## config.mk

```make
export PLATFORM = sky130hd
export DESIGN_NAME = seg_scan_ctrl
export DESIGN_NICKNAME = d
export VERILOG_FILES = /design/src/rtl/seg_pkg.sv /design/src/rtl/seg_decode7.sv /design/src/rtl/seg_scan_ctrl.sv
export SDC_FILE = /design/constraint.sdc
export NUM_CORES = 1
export LEC_CHECK = 0
export CORE_AREA = 2 2 68 70
export DETAILED_ROUTE_END_ITERATION = 8
export DIE_AREA = 0 0 70 72
export SETUP_SLACK_MARGIN = 0.4
export SYNTH_ARGS = -nofsm -noshare
export SYNTH_HDL_FRONTEND = slang
export SYNTH_SLANG_ARGS = --single-unit
```

## constraint.sdc

```tcl
create_clock -name clk -period 3.1 [get_ports clk]
set_input_delay 0.62 -clock clk [delete_from_list [all_inputs] [get_ports clk]]
set_output_delay 0.62 -clock clk [all_outputs]
set_load 0.03 [all_outputs]
```

## src/rtl/seg_pkg.sv

```systemverilog
// -----------------------------------------------------------------------------
// seg_pkg
// Shared definitions for the 7-segment display blocks.
//   BCD_W         : width of one BCD digit
//   SEG_0..SEG_9  : segment patterns, active-high, bit order gfedcba
//   SEG_BLANK     : all segments off
//   state_t       : scan controller FSM state
//   ptr_t         : digit pointer (tens / units)
// -----------------------------------------------------------------------------
package seg_pkg;

    localparam int BCD_W = 4;

    localparam logic [6:0] SEG_0     = 7'b0111111;
    localparam logic [6:0] SEG_1     = 7'b0000110;
    localparam logic [6:0] SEG_2     = 7'b1011011;
    localparam logic [6:0] SEG_3     = 7'b1001111;
    localparam logic [6:0] SEG_4     = 7'b1100110;
    localparam logic [6:0] SEG_5     = 7'b1101101;
    localparam logic [6:0] SEG_6     = 7'b1111101;
    localparam logic [6:0] SEG_7     = 7'b0000111;
    localparam logic [6:0] SEG_8     = 7'b1111111;
    localparam logic [6:0] SEG_9     = 7'b1101111;
    localparam logic [6:0] SEG_BLANK = 7'b0000000;

    typedef enum logic [1:0] {
        ST_IDLE  = 2'd0,
        ST_BLANK = 2'd1,
        ST_SHOW  = 2'd2
    } state_t;

    typedef enum logic {
        PTR_TENS  = 1'b0,
        PTR_UNITS = 1'b1
    } ptr_t;

endpackage

```

## src/rtl/seg_decode7.sv

```systemverilog
// -----------------------------------------------------------------------------
// seg_decode7
// Purely combinational BCD to 7-segment decoder (active-high, gfedcba).
// Codes 10-15 produce a blank pattern.
// Ports:
//   bcd_i : BCD digit in
//   seg_o : segment pattern out
// -----------------------------------------------------------------------------
module seg_decode7
    import seg_pkg::*;
(
    input  logic [BCD_W-1:0] bcd_i,
    output logic [6:0]       seg_o
);

    always_comb begin
        seg_o = SEG_BLANK;
        case (bcd_i)
            4'd0:    seg_o = SEG_0;
            4'd1:    seg_o = SEG_1;
            4'd2:    seg_o = SEG_2;
            4'd3:    seg_o = SEG_3;
            4'd4:    seg_o = SEG_4;
            4'd5:    seg_o = SEG_5;
            4'd6:    seg_o = SEG_6;
            4'd7:    seg_o = SEG_7;
            4'd8:    seg_o = SEG_8;
            4'd9:    seg_o = SEG_9;
            default: seg_o = SEG_BLANK;
        endcase
    end

endmodule

```

## src/rtl/seg_scan_ctrl.sv

```systemverilog
// -----------------------------------------------------------------------------
// seg_scan_ctrl
// Two-digit multiplexed 7-segment scan controller. Each digit slot lasts
// SCAN_DIV cycles; the first BLANK_CYC cycles of a slot keep all anodes off
// to avoid ghosting. The digit shown in a slot is latched on the edge that
// starts the slot, so input changes mid-slot are ignored.
// Optional feature: define SEG_LZB_EN for leading-zero blanking of the tens
// digit (slot timing and frame pulse are unaffected).
// Ports:
//   clk   : clock, rising edge
//   rst   : synchronous active-high reset
//   en    : scan enable (0 returns to IDLE on the sampled edge)
//   dig1  : tens digit, BCD
//   dig2  : units digit, BCD
//   seg   : segment pattern, active-high, gfedcba
//   an    : one-hot digit select, an[1]=tens, an[0]=units
//   frame : one-cycle pulse on the last cycle of each tens+units scan
// -----------------------------------------------------------------------------
module seg_scan_ctrl
    import seg_pkg::*;
#(
    parameter int SCAN_DIV  = 1000,
    parameter int BLANK_CYC = 4
) (
    input  logic             clk,
    input  logic             rst,
    input  logic             en,
    input  logic [BCD_W-1:0] dig1,
    input  logic [BCD_W-1:0] dig2,
    output logic [6:0]       seg,
    output logic [1:0]       an,
    output logic             frame
);

    localparam int             CNT_W      = (SCAN_DIV > 1) ? $clog2(SCAN_DIV) : 1;
    localparam logic [CNT_W-1:0] CNT_MAX    = CNT_W'(SCAN_DIV - 1);
    localparam logic [CNT_W-1:0] BLANK_LAST = CNT_W'(BLANK_CYC - 1);

    state_t             state_q, state_d;
    logic [CNT_W-1:0]   cnt_q,   cnt_d;
    ptr_t               ptr_q,   ptr_d;
    logic [BCD_W-1:0]   dig_q,   dig_d;
    logic [6:0]         seg_dec;

    seg_decode7 u_dec (
        .bcd_i (dig_q),
        .seg_o (seg_dec)
    );

    always_ff @(posedge clk) begin
        if (rst) begin
            state_q <= ST_IDLE;
            cnt_q   <= '0;
            ptr_q   <= PTR_TENS;
            dig_q   <= '0;
        end else begin
            state_q <= state_d;
            cnt_q   <= cnt_d;
            ptr_q   <= ptr_d;
            dig_q   <= dig_d;
        end
    end

    always_comb begin
        state_d = state_q;
        cnt_d   = cnt_q;
        ptr_d   = ptr_q;
        dig_d   = dig_q;
        if (!en) begin
            state_d = ST_IDLE;
            cnt_d   = '0;
            ptr_d   = PTR_TENS;
        end else begin
            case (state_q)
                ST_IDLE: begin
                    state_d = ST_BLANK;
                    cnt_d   = '0;
                    ptr_d   = PTR_TENS;
                    dig_d   = dig1;
                end
                ST_BLANK: begin
                    // Blanking never reaches the slot end since SCAN_DIV > BLANK_CYC.
                    cnt_d = cnt_q + CNT_W'(1);
                    if (cnt_q == BLANK_LAST) begin
                        state_d = ST_SHOW;
                    end
                end
                ST_SHOW: begin
                    if (cnt_q == CNT_MAX) begin
                        // Slot boundary: latch the digit belonging to the new pointer.
                        state_d = ST_BLANK;
                        cnt_d   = '0;
                        ptr_d   = (ptr_q == PTR_TENS) ? PTR_UNITS : PTR_TENS;
                        dig_d   = (ptr_q == PTR_TENS) ? dig2 : dig1;
                    end else begin
                        cnt_d = cnt_q + CNT_W'(1);
                    end
                end
                default: begin
                    state_d = ST_IDLE;
                    cnt_d   = '0;
                    ptr_d   = PTR_TENS;
                end
            endcase
        end
    end

    // Outputs depend only on registered state.
    always_comb begin
        seg   = SEG_BLANK;
        an    = 2'b00;
        frame = 1'b0;
        if (state_q == ST_SHOW) begin
            an  = (ptr_q == PTR_TENS) ? 2'b10 : 2'b01;
            seg = seg_dec;
`ifdef SEG_LZB_EN
            if ((ptr_q == PTR_TENS) && (dig_q == '0)) begin
                an  = 2'b00;
                seg = SEG_BLANK;
            end
`endif
            frame = (cnt_q == CNT_MAX) && (ptr_q == PTR_UNITS);
        end
    end

endmodule
```

==> flow_summary.ini, run 1 <==
[status]
status = complete, no violations

[die]
start_util_pct = 33.7
die_h_um = 72
core_area_um2 = 4260
core.rowCount = 24
num_io_pins = 21
die_w_um = 70
die_area_um2 = 5040

[synthesis]
netlist_area_um2 = 1440
yosys_warnings = 0
synth_top_family_by_area = simple AND/OR/NAND/NOR gates
synthFlopType = dfxtp_1
synth-xor-area-share_pct = 6.71
synth-adder-area-share_pct = 9.58
avgSynthCellArea_um2 = 8.76
synth_cell_type_count = 43
synthArstFlopShare_pct = 0
synth_edf_count = 0
synthSimpleGateAreaFrac_pct = 26.2
synth_nets = 186
ys_seq_elements = 24
yosysSeqAreaShare_pct = 33.4
synthMuxAreaShare_pct = 2.79
synth_compound_area_share_pct = 16.6
postSynthCellCount = 164

[finish]
area_growth_syn_to_layout_pct = 23.5
fillers = 449
num-nets-final = 210
drive_above_1_share_pct = 9.09
utilization_pct = 41.6
regArea_um2 = 480
multiInputGateArea_um2 = 892
final_area_um2 = 1770
diodes = 0

[routing]
routed_wl_um = 2920
ant_nets = 0
route.vias.total = 1186
wire_per_inst_um = 12.2
drcViolationCount = 0
first_pass_iters = 4
drt_iter0_markers = 34
vias_per_cell = 4.96

[sta]
tightest_slew_ns = 0.485
fmax_mhz = 392
report.final.setup_viol = 0
slew_viol_final = 0
tns_ns = 0
finalHoldViolCount = 0
rsz0062_at_grt = no
timing.final.crit_share_pct = 82.3
period_minus_slack_ns = 2.55
relSlewSlack_pct = 67.6
skew_ns = 0.00869

[setup_path]
slowest_stage = clkdlybuf4s50_1
endpoint = u_dec.seg_o[0]
critPathArrivalTime_ns = 2.74
crit_chain = clkdlybuf4s50_1 -> and4_1 -> a31o_4 -> nand3_1 -> o21ai_0 -> nor2_1 -> ha_1 -> or3_1 -> o211ai_1
path_delay_family = simple AND/OR/NAND/NOR gates
crit_cells = 9
reg2reg_to = u_dec.seg_o[0]
rr_startpoint = state_q[0]
cp_slowest_stage_delay_ns = 0.54
path_max_fanout = 13
r2r_setup_slack_ns = 0.66
setup.worst_path.start = en
start_kind = input pin
setup.worst_path.end_class = register
crit_buf_inv = 1
critPathKind = input pin to register
critPathRequiredTime_ns = 3.29
reg2reg_depth = 10

[run]
max_cap_violations = 0

[grt]
grt_max_degree = 17
grt_pass1_vias = 1169
grtUsageTotal_pct = 12.5
grt_pass1_wl_um = 5260
antenna_found_initial = 0
overflow = 0

[placed_design]
routabilityCongestion = 0.863
dp.final_hpwl_um = 2210
placement.cell_area_um2 = 1700
io_buffers = 20

[clocking]
numCtsBuffers = 3
clock_sinks = 24
cts_max_path_buffers = 2
path_clk_slew_ns = 0.09
cts_tree = yes
htree_num_levels = 1
insertion_delay_ns = 0.27
root_buffer = clkbuf_8

[pwr]
ir_drop_v = 0.000157
cellLeakagePower_nw = 0.739
power.density_nw_per_um2 = 396

[min_path]
min_path_type = register to register
[per-layer routing]
| layer | track usage [%] | vias to the layer above | wire length (µm) | share of wire (%) |
|---|---|---|---|---|
| li1 | - | 626 | - | - |
| met1 | 16.3 | 539 | 1460 | 50 |
| met2 | 21.0 | 16 | 1310 | 45 |
| met3 | 3.06 | 5 | 126 | 4.3 |
| met4 | 3.21 | 0 | 24 | 0.82 |
| met5 | 0 | - | 0 | 0 |
[synthesized netlist by cell type, drive strengths merged, types with 2 or more instances]
library cell / count / area (µm²)
xnor2: 3 / 26.3
a21o: 3 / 22.5
a21oi: 2 / 10.0
ha: 11 / 138
inv: 10 / 37.5
nor4: 2 / 12.5
nor3: 2 / 10.0
xor2: 8 / 70.1
nand2b: 2 / 12.5
and3: 2 / 12.5
and4: 2 / 20.0
nand3: 7 / 35.0
o21ai: 7 / 35.0
and2: 9 / 56.3
nor2b: 5 / 31.3
nand2: 9 / 33.8
mux2i: 4 / 40.0
a311oi: 6 / 58.8
dfxtp: 24 / 480
buf: 3 / 21.3
o211ai: 3 / 22.5
clkbuf: 2 / 7.51
nand4: 3 / 18.8
nor2: 19 / 71.3
a211oi: 2 / 25.0
[cell families after synthesis]
| family | after synthesis |
|---|---|
| buf+inv | 15 |
| fa+ha+maj | 11 |
| simple gates | 69 |
| compound gates | 30 |
| flops | 24 |
| mux | 4 |
| xor+xnor | 11 |
[worst register-to-register path: stages, from the launching register on]
cell      delay, ns
dfxtp_1        0.35
inv_1          0.09
ha_2           0.33
and4_1         0.31
a31o_4         0.27
nand3_1        0.10
o21ai_0        0.14
nor2_1         0.11
ha_1           0.20
or3_1          0.38
o211ai_1       0.10
[cells in the final DEF, fill, tap and decap left out, drive strengths merged, types with 3 or more instances in the layout]
master / netlist / routed
nand4: 3 / 3
nand3: 7 / 7
xnor2: 3 / 3
clkdlybuf4s50: 0 / 18
a311oi: 6 / 6
mux2i: 4 / 4
dfxtp: 24 / 24
nor2b: 5 / 5
o21ai: 7 / 7
inv: 10 / 10
o211ai: 3 / 3
a21o: 3 / 3
and2: 9 / 9
clkbuf: 2 / 4
buf: 3 / 4
nor2: 19 / 19
ha: 11 / 11
xor2: 8 / 8
nand2: 9 / 9
[where the power goes]
group	switching [mW]	total [mW]	internal, mW
logic	0.0493	0.0952	0.0459
registers	0.00759	0.335	0.327
clock network	0.0999	0.272	0.173
total	0.157	0.702	0.545
[final cells by class]
type	instances	area share [%]
multi-input combinational	125	50.3
sequential	24	27.1
timing repair buffer	24	12.8
tap	52	3.67
clock buffer	3	2.33
inverter	10	2.12
clock inverter	1	1.69
[how the worst min path moves through the flow]
stage	from	endpoint	slack [ns]	cells after the start
after floorplan	cnt_q[0]	cnt_q[0]	0.44	1
after global placement	cnt_q[0]	cnt_q[0]	0.47	1
after detailed placement	cnt_q[0]	cnt_q[0]	0.47	1
after CTS	cnt_q[0]	cnt_q[0]	0.50	1
after global routing	cnt_q[0]	cnt_q[0]	0.51	1
final	cnt_q[0]	cnt_q[0]	0.49	1
[timing repair]
item | 4_1_cts | 5_1_grt
cloned | 0 | 0
hold buffers | 0 | 0
endpoints found under the setup margin | 2 | 2
resized for setup | 2 | 3
buffers inserted | 0 | 0
[metrics by stage]
step / setup WS (ns) / power, mW / instances / hold slack, ns
detailed placement: 0.278 / 0.436 / 235 / 0.474
global route: 0.412 / 0.737 / 239 / 0.509
global placement: 0.304 / 0.437 / 235 / 0.466
CTS: 0.460 / 0.713 / 239 / 0.499
finish: 0.548 / 0.702 / 239 / 0.494
floorplan: 0.618 / 0.402 / 164 / 0.441
[registers in the layout, indices dropped and copies added (netlist names)]
name and count:
cnt_q 10, dig_q 4, ptr_q 1, state_q 2, u_dec.seg_o 7
(Power assumes the default switching activity.)
==> run 2, diff against run 1 <==
- clock period: 3.1 -> 2.1 ns (I/O delays scaled with it)
==> run 2 against run 1 <==
  * Flip-flop and latch count did not move
  * Power increased by 61%
  * Largest cell class unchanged
  * Wire length grew 38%
  * Sequential power increased by 48%
  * Sequential share of layout area fell by 7.0 points
  * Count of clock-buffer cells in the layout unchanged
  * Cell count rose by 18%
  * Critical path type is now register to register
  * Non-clock buffer count rose by 43
==> flow_summary.ini, run 2 (same netlist as run 1, synthesis figures left out) <==
[placed_design]
dp.final_hpwl_um = 2750
placement.cell_area_um2 = 1930
routabilityCongestion = 0.901
dpl_worst_slack_ns = -0.370
io_buffers = 20

[grt]
grt_max_degree = 15
overflow = 0
grt_pass1_vias = 1481
antenna_found_initial = 0
grt_pass1_wl_um = 6530
grtUsageTotal_pct = 15.7

[finish]
final_area_um2 = 2420
utilization_pct = 56.9
largest_reg_flops = 10
final_cell_mix = buf_4 (36), dfxtp_1 (20), buf_6 (18)
top_register = cnt_q
drive_above_1_share_pct = 49.1
area_growth_syn_to_layout_pct = 68.8
final_common_cell = buf_4
num-nets-final = 253
diodes = 0

[die]
die_area_um2 = 5040
core_area_um2 = 4260
core.rowCount = 24
start_util_pct = 33.7
num_io_pins = 21
die_h_um = 72
die_w_um = 70

[sta]
report.final.setup_viol = 0
fin_ws_ns = 0.00910
timing.final.crit_share_pct = 99.6
finalHoldViolCount = 0
tightest_slew_ns = 0.409
skew_ns = 0.00688
period_minus_slack_ns = 2.09
fmax_mhz = 478
relSlewSlack_pct = 72.7
tns_ns = 0
rsz0062_at_grt = yes
slew_viol_final = 0

[clocking]
clock_sinks = 24
cts_max_path_buffers = 2
root_buffer = clkbuf_8
path_clk_slew_ns = 0.09
cts_tree = yes
ctsHoldBuffers = 0
numCtsBuffers = 3
insertion_delay_ns = 0.27
htree_num_levels = 1

[routing]
route.vias.total = 1439
vias_per_cell = 5.10
drt_iter0_markers = 76
ant_nets = 0
drcViolationCount = 0
wire_per_inst_um = 14.3
routed_wl_um = 4040
first_pass_iters = 4

[setup_path]
reg2reg_depth = 10
crit_chain = inv_4 -> ha_4 -> nand2b_2 -> clkinvlp_4 -> nand2_1 -> a311oi_4 -> inv_2 -> ha_4 -> or3_1 -> o211ai_1
rr_startpoint = state_q[0]
critPathArrivalTime_ns = 2.29
setup.worst_path.start = state_q[0]
start_kind = register
slowest_stage = dfxtp_2
path_common_cell = ha_4
path_max_fanout = 7
critPathKind = register to register
setup.worst_path.end_class = register
critPathRequiredTime_ns = 2.29
cp_slowest_stage_delay_ns = 0.35

[min_path]
hold_depth = 2
min_from = cnt_q[0]
min_path_type = register to register

[status]
status = complete, no violations

[pwr]
ir_drop_v = 0.000423
power.density_nw_per_um2 = 466
cellLeakagePower_nw = 0.998

[run]
max_cap_violations = 0
## run 2: cell count changes in the layout (fill, tap and decap cells not counted), moves of 6 or more
cell,before,now
and2_1,9,1
and2_4,0,8
buf_4,4,36
buf_6,0,18
clkdlybuf4s50_1,18,9
inv_1,10,4
nor2_1,19,9
nor2_4,0,8
## run 2: layer usage
layer  track usage, %  routed length [µm]
met5                0                   0
met3             2.64                  99
met1             17.1                1610
met4             5.13                  62
met2             30.9                2260
## run 2: critical path: cells and delay by family (launching register included)
kind	cells	cell delay, ns
buffers and inverters	3	0.32
AOI/OAI and AO/OA	2	0.41
and+or+nand+nor	3	0.61
DFF	1	0.35
adders and majority gates	2	0.32
## run 2: stage by stage
stage	power, mW	hold slack, ns	cells
floorplan	0.602	0.443	164
CTS	1.10	0.567	269
global route	1.18	0.587	282
global placement	0.671	0.529	254
detailed placement	0.675	0.540	254
finish	1.13	0.567	282
## run 2: repair_timing
| action | in CTS | in global routing |
|---|---|---|
| resized for setup | 95 | 22 |
| buffers inserted | 10 | 13 |
| pin swaps | 14 | 11 |
| endpoints found under the setup margin | 32 | 32 |
| gates cloned | 1 | 0 |
## run 2: power breakdown
part	internal, mW	switching [mW]	total [mW]
Sequential	0.482	0.0149	0.497
Clock	0.255	0.159	0.414
Combinational	0.120	0.100	0.220
Total	0.856	0.274	1.13
## run 2: cell type report
class / instances / area, µm²
Tap cell: 52 / 65.1
Inverter: 10 / 43.8
Sequential cell: 24 / 488
Timing Repair Buffer: 67 / 623
Fill cell: 372 / 1840
Clock buffer: 3 / 41.3
Multi-Input combinational cell: 125 / 1130
Clock inverter: 1 / 30.0
## run 2: worst paths after layout
kind | to | slack (ns)
max | u_dec.seg_o[3] | 0.009
max reg2reg | u_dec.seg_o[3] | 0.009
min reg2reg | cnt_q[0] | 0.57
min | cnt_q[0] | 0.57
==> run 3, diff against run 2 <==
- PLACE_DENSITY: unset -> 0.66
==> run 3 against run 2 <==
  * Largest cell class unchanged
  * Highest routed layer unchanged
  * First-iteration DRC count rose by 42%
  * Die area did not move
  * The flow now finishes with violations (negative setup slack)
  * Design area rose by 2.2%
  * Fmax fell by 4.7%
  * Sequential share of layout area fell by 0.33 points
  * Hold slack got worse by 0.013 ns
  * Flip-flop and latch count did not move
  * Combinational power rose by 4%
  * Power fell by 8.3%
  * Via count fell by 0.97%
  * Critical path type unchanged
==> flow_summary.ini, run 3 (same netlist as run 1, synthesis figures left out) <==
[setup_path]
path_delay_family = compound AO/OA/AOI/OAI gates
path_max_fanout = 6
cp_slowest_stage_delay_ns = 0.35
critPathKind = register to register
crit_chain = inv_4 -> ha_4 -> and3b_2 -> a31o_4 -> a311oi_4 -> inv_2 -> ha_4 -> or3_4 -> o211ai_1
setup.worst_path.end_class = register
critPathArrivalTime_ns = 2.38
crit_buf_inv = 2
start_kind = register
slowest_stage = dfxtp_2
critPathRequiredTime_ns = 2.29
path_common_cell = ha_4

[placed_design]
dp.final_hpwl_um = 2510
io_buffers = 20
placement.cell_area_um2 = 1950
routabilityCongestion = 0.872

[routing]
drcViolationCount = 0
wire_per_inst_um = 13.7
routed_wl_um = 3880
drt_iter0_markers = 108
route.vias.total = 1425
ant_nets = 0
first_pass_iters = 4
vias_per_cell = 5.04

[clocking]
ctsHoldBuffers = 0
insertion_delay_ns = 0.26
cts_max_path_buffers = 2
path_clk_slew_ns = 0.09
clock_sinks = 24
numCtsBuffers = 3
htree_num_levels = 1
cts_tree = yes
root_buffer = clkbuf_8

[die]
die_w_um = 70
die_area_um2 = 5040
num_io_pins = 21
die_h_um = 72
start_util_pct = 33.7
core.rowCount = 24
core_area_um2 = 4260

[sta]
skew_ns = 0.00728
tightest_slew_ns = 0.383
fin_hold_ws_ns = 0.553
report.final.setup_viol = 7
timing.final.crit_share_pct = 105
fin_ws_ns = -0.0950
period_minus_slack_ns = 2.19
relSlewSlack_pct = 74.3
rsz0062_at_grt = yes
fmax_mhz = 456
finalHoldViolCount = 0
slew_viol_final = 0

[finish]
area_growth_syn_to_layout_pct = 72.5
regArea_um2 = 490
top_register = cnt_q
final_cell_mix = buf_4 (33), dfxtp_1 (20), buf_6 (20)
final_area_um2 = 2480
diodes = 0
fillers = 363
num-nets-final = 254
multiInputGateArea_um2 = 1160
drive_above_1_share_pct = 51.5
utilization_pct = 58.1
final_common_cell = buf_4
largest_reg_flops = 10

[grt]
overflow = 0
grt_max_degree = 14
grtUsageTotal_pct = 15.7
antenna_found_initial = 0
grt_pass1_wl_um = 6490
grt_pass1_vias = 1441

[run]
max_cap_violations = 0

[status]
violations = negative setup slack
status = complete, but fails checks

[pwr]
p_total_mw = 1.04
power.density_nw_per_um2 = 418
ir_drop_v = 0.000230
cellLeakagePower_nw = 1.01

[min_path]
min_path_type = register to register
-- run 3: worst paths after layout --
| path | from | endpoint | slack [ns] | depth (start not counted) |
|---|---|---|---|---|
| max | state_q[0] | u_dec.seg_o[0] | -0.09 | 9 |
| min | cnt_q[0] | cnt_q[0] | 0.55 | 2 |
| max reg2reg | state_q[0] | u_dec.seg_o[0] | -0.09 | 9 |
| min reg2reg | cnt_q[0] | cnt_q[0] | 0.55 | 2 |
-- run 3: cell type report --
type | count | area share, %
Multi-Input combinational cell | 125 | 46.7
Tap cell | 52 | 2.63
Timing Repair Buffer | 68 | 26.9
Sequential cell | 24 | 19.8
Inverter | 10 | 1.77
Clock buffer | 4 | 2.22
-- run 3: per-layer routing --
layer,share of wire (%),global-route usage (%),vias up,routed length [µm]
met5,0,0,-,0
met4,0.88,5.13,0,34
met3,3.1,2.64,4,121
met2,51,28.3,23,1960
met1,45,19.2,680,1760
li1,-,-,718,-
-- run 3: report_power, final --
part	internal, mW	total, mW	switching, mW
combinational	0.125	0.229	0.105
sequential	0.481	0.494	0.0135
clock	0.167	0.313	0.146
total	0.772	1.04	0.264
-- run 3: through the flow --
stage	setup TNS [ns]	setup WS, ns	instances
after global placement	-2.30	-0.371	257
final	-0.372	-0.0950	283
after CTS	-0.0186	-0.00944	273
after floorplan	-0.291	-0.131	164
after global routing	-0.990	-0.183	283
after detailed placement	-2.54	-0.410	257
-- run 3: what timing repair did --
action	in CTS	in global routing
buffers inserted	10	10
gates resized for setup	100	34
cloned	2	0
endpoints found under the setup margin	31	31
pin swaps	9	13
-- run 3: worst min-delay path: stages (launching register included) --
cell     delay (ns)
dfxtp_2        0.35
buf_4          0.14
nor2_4         0.04
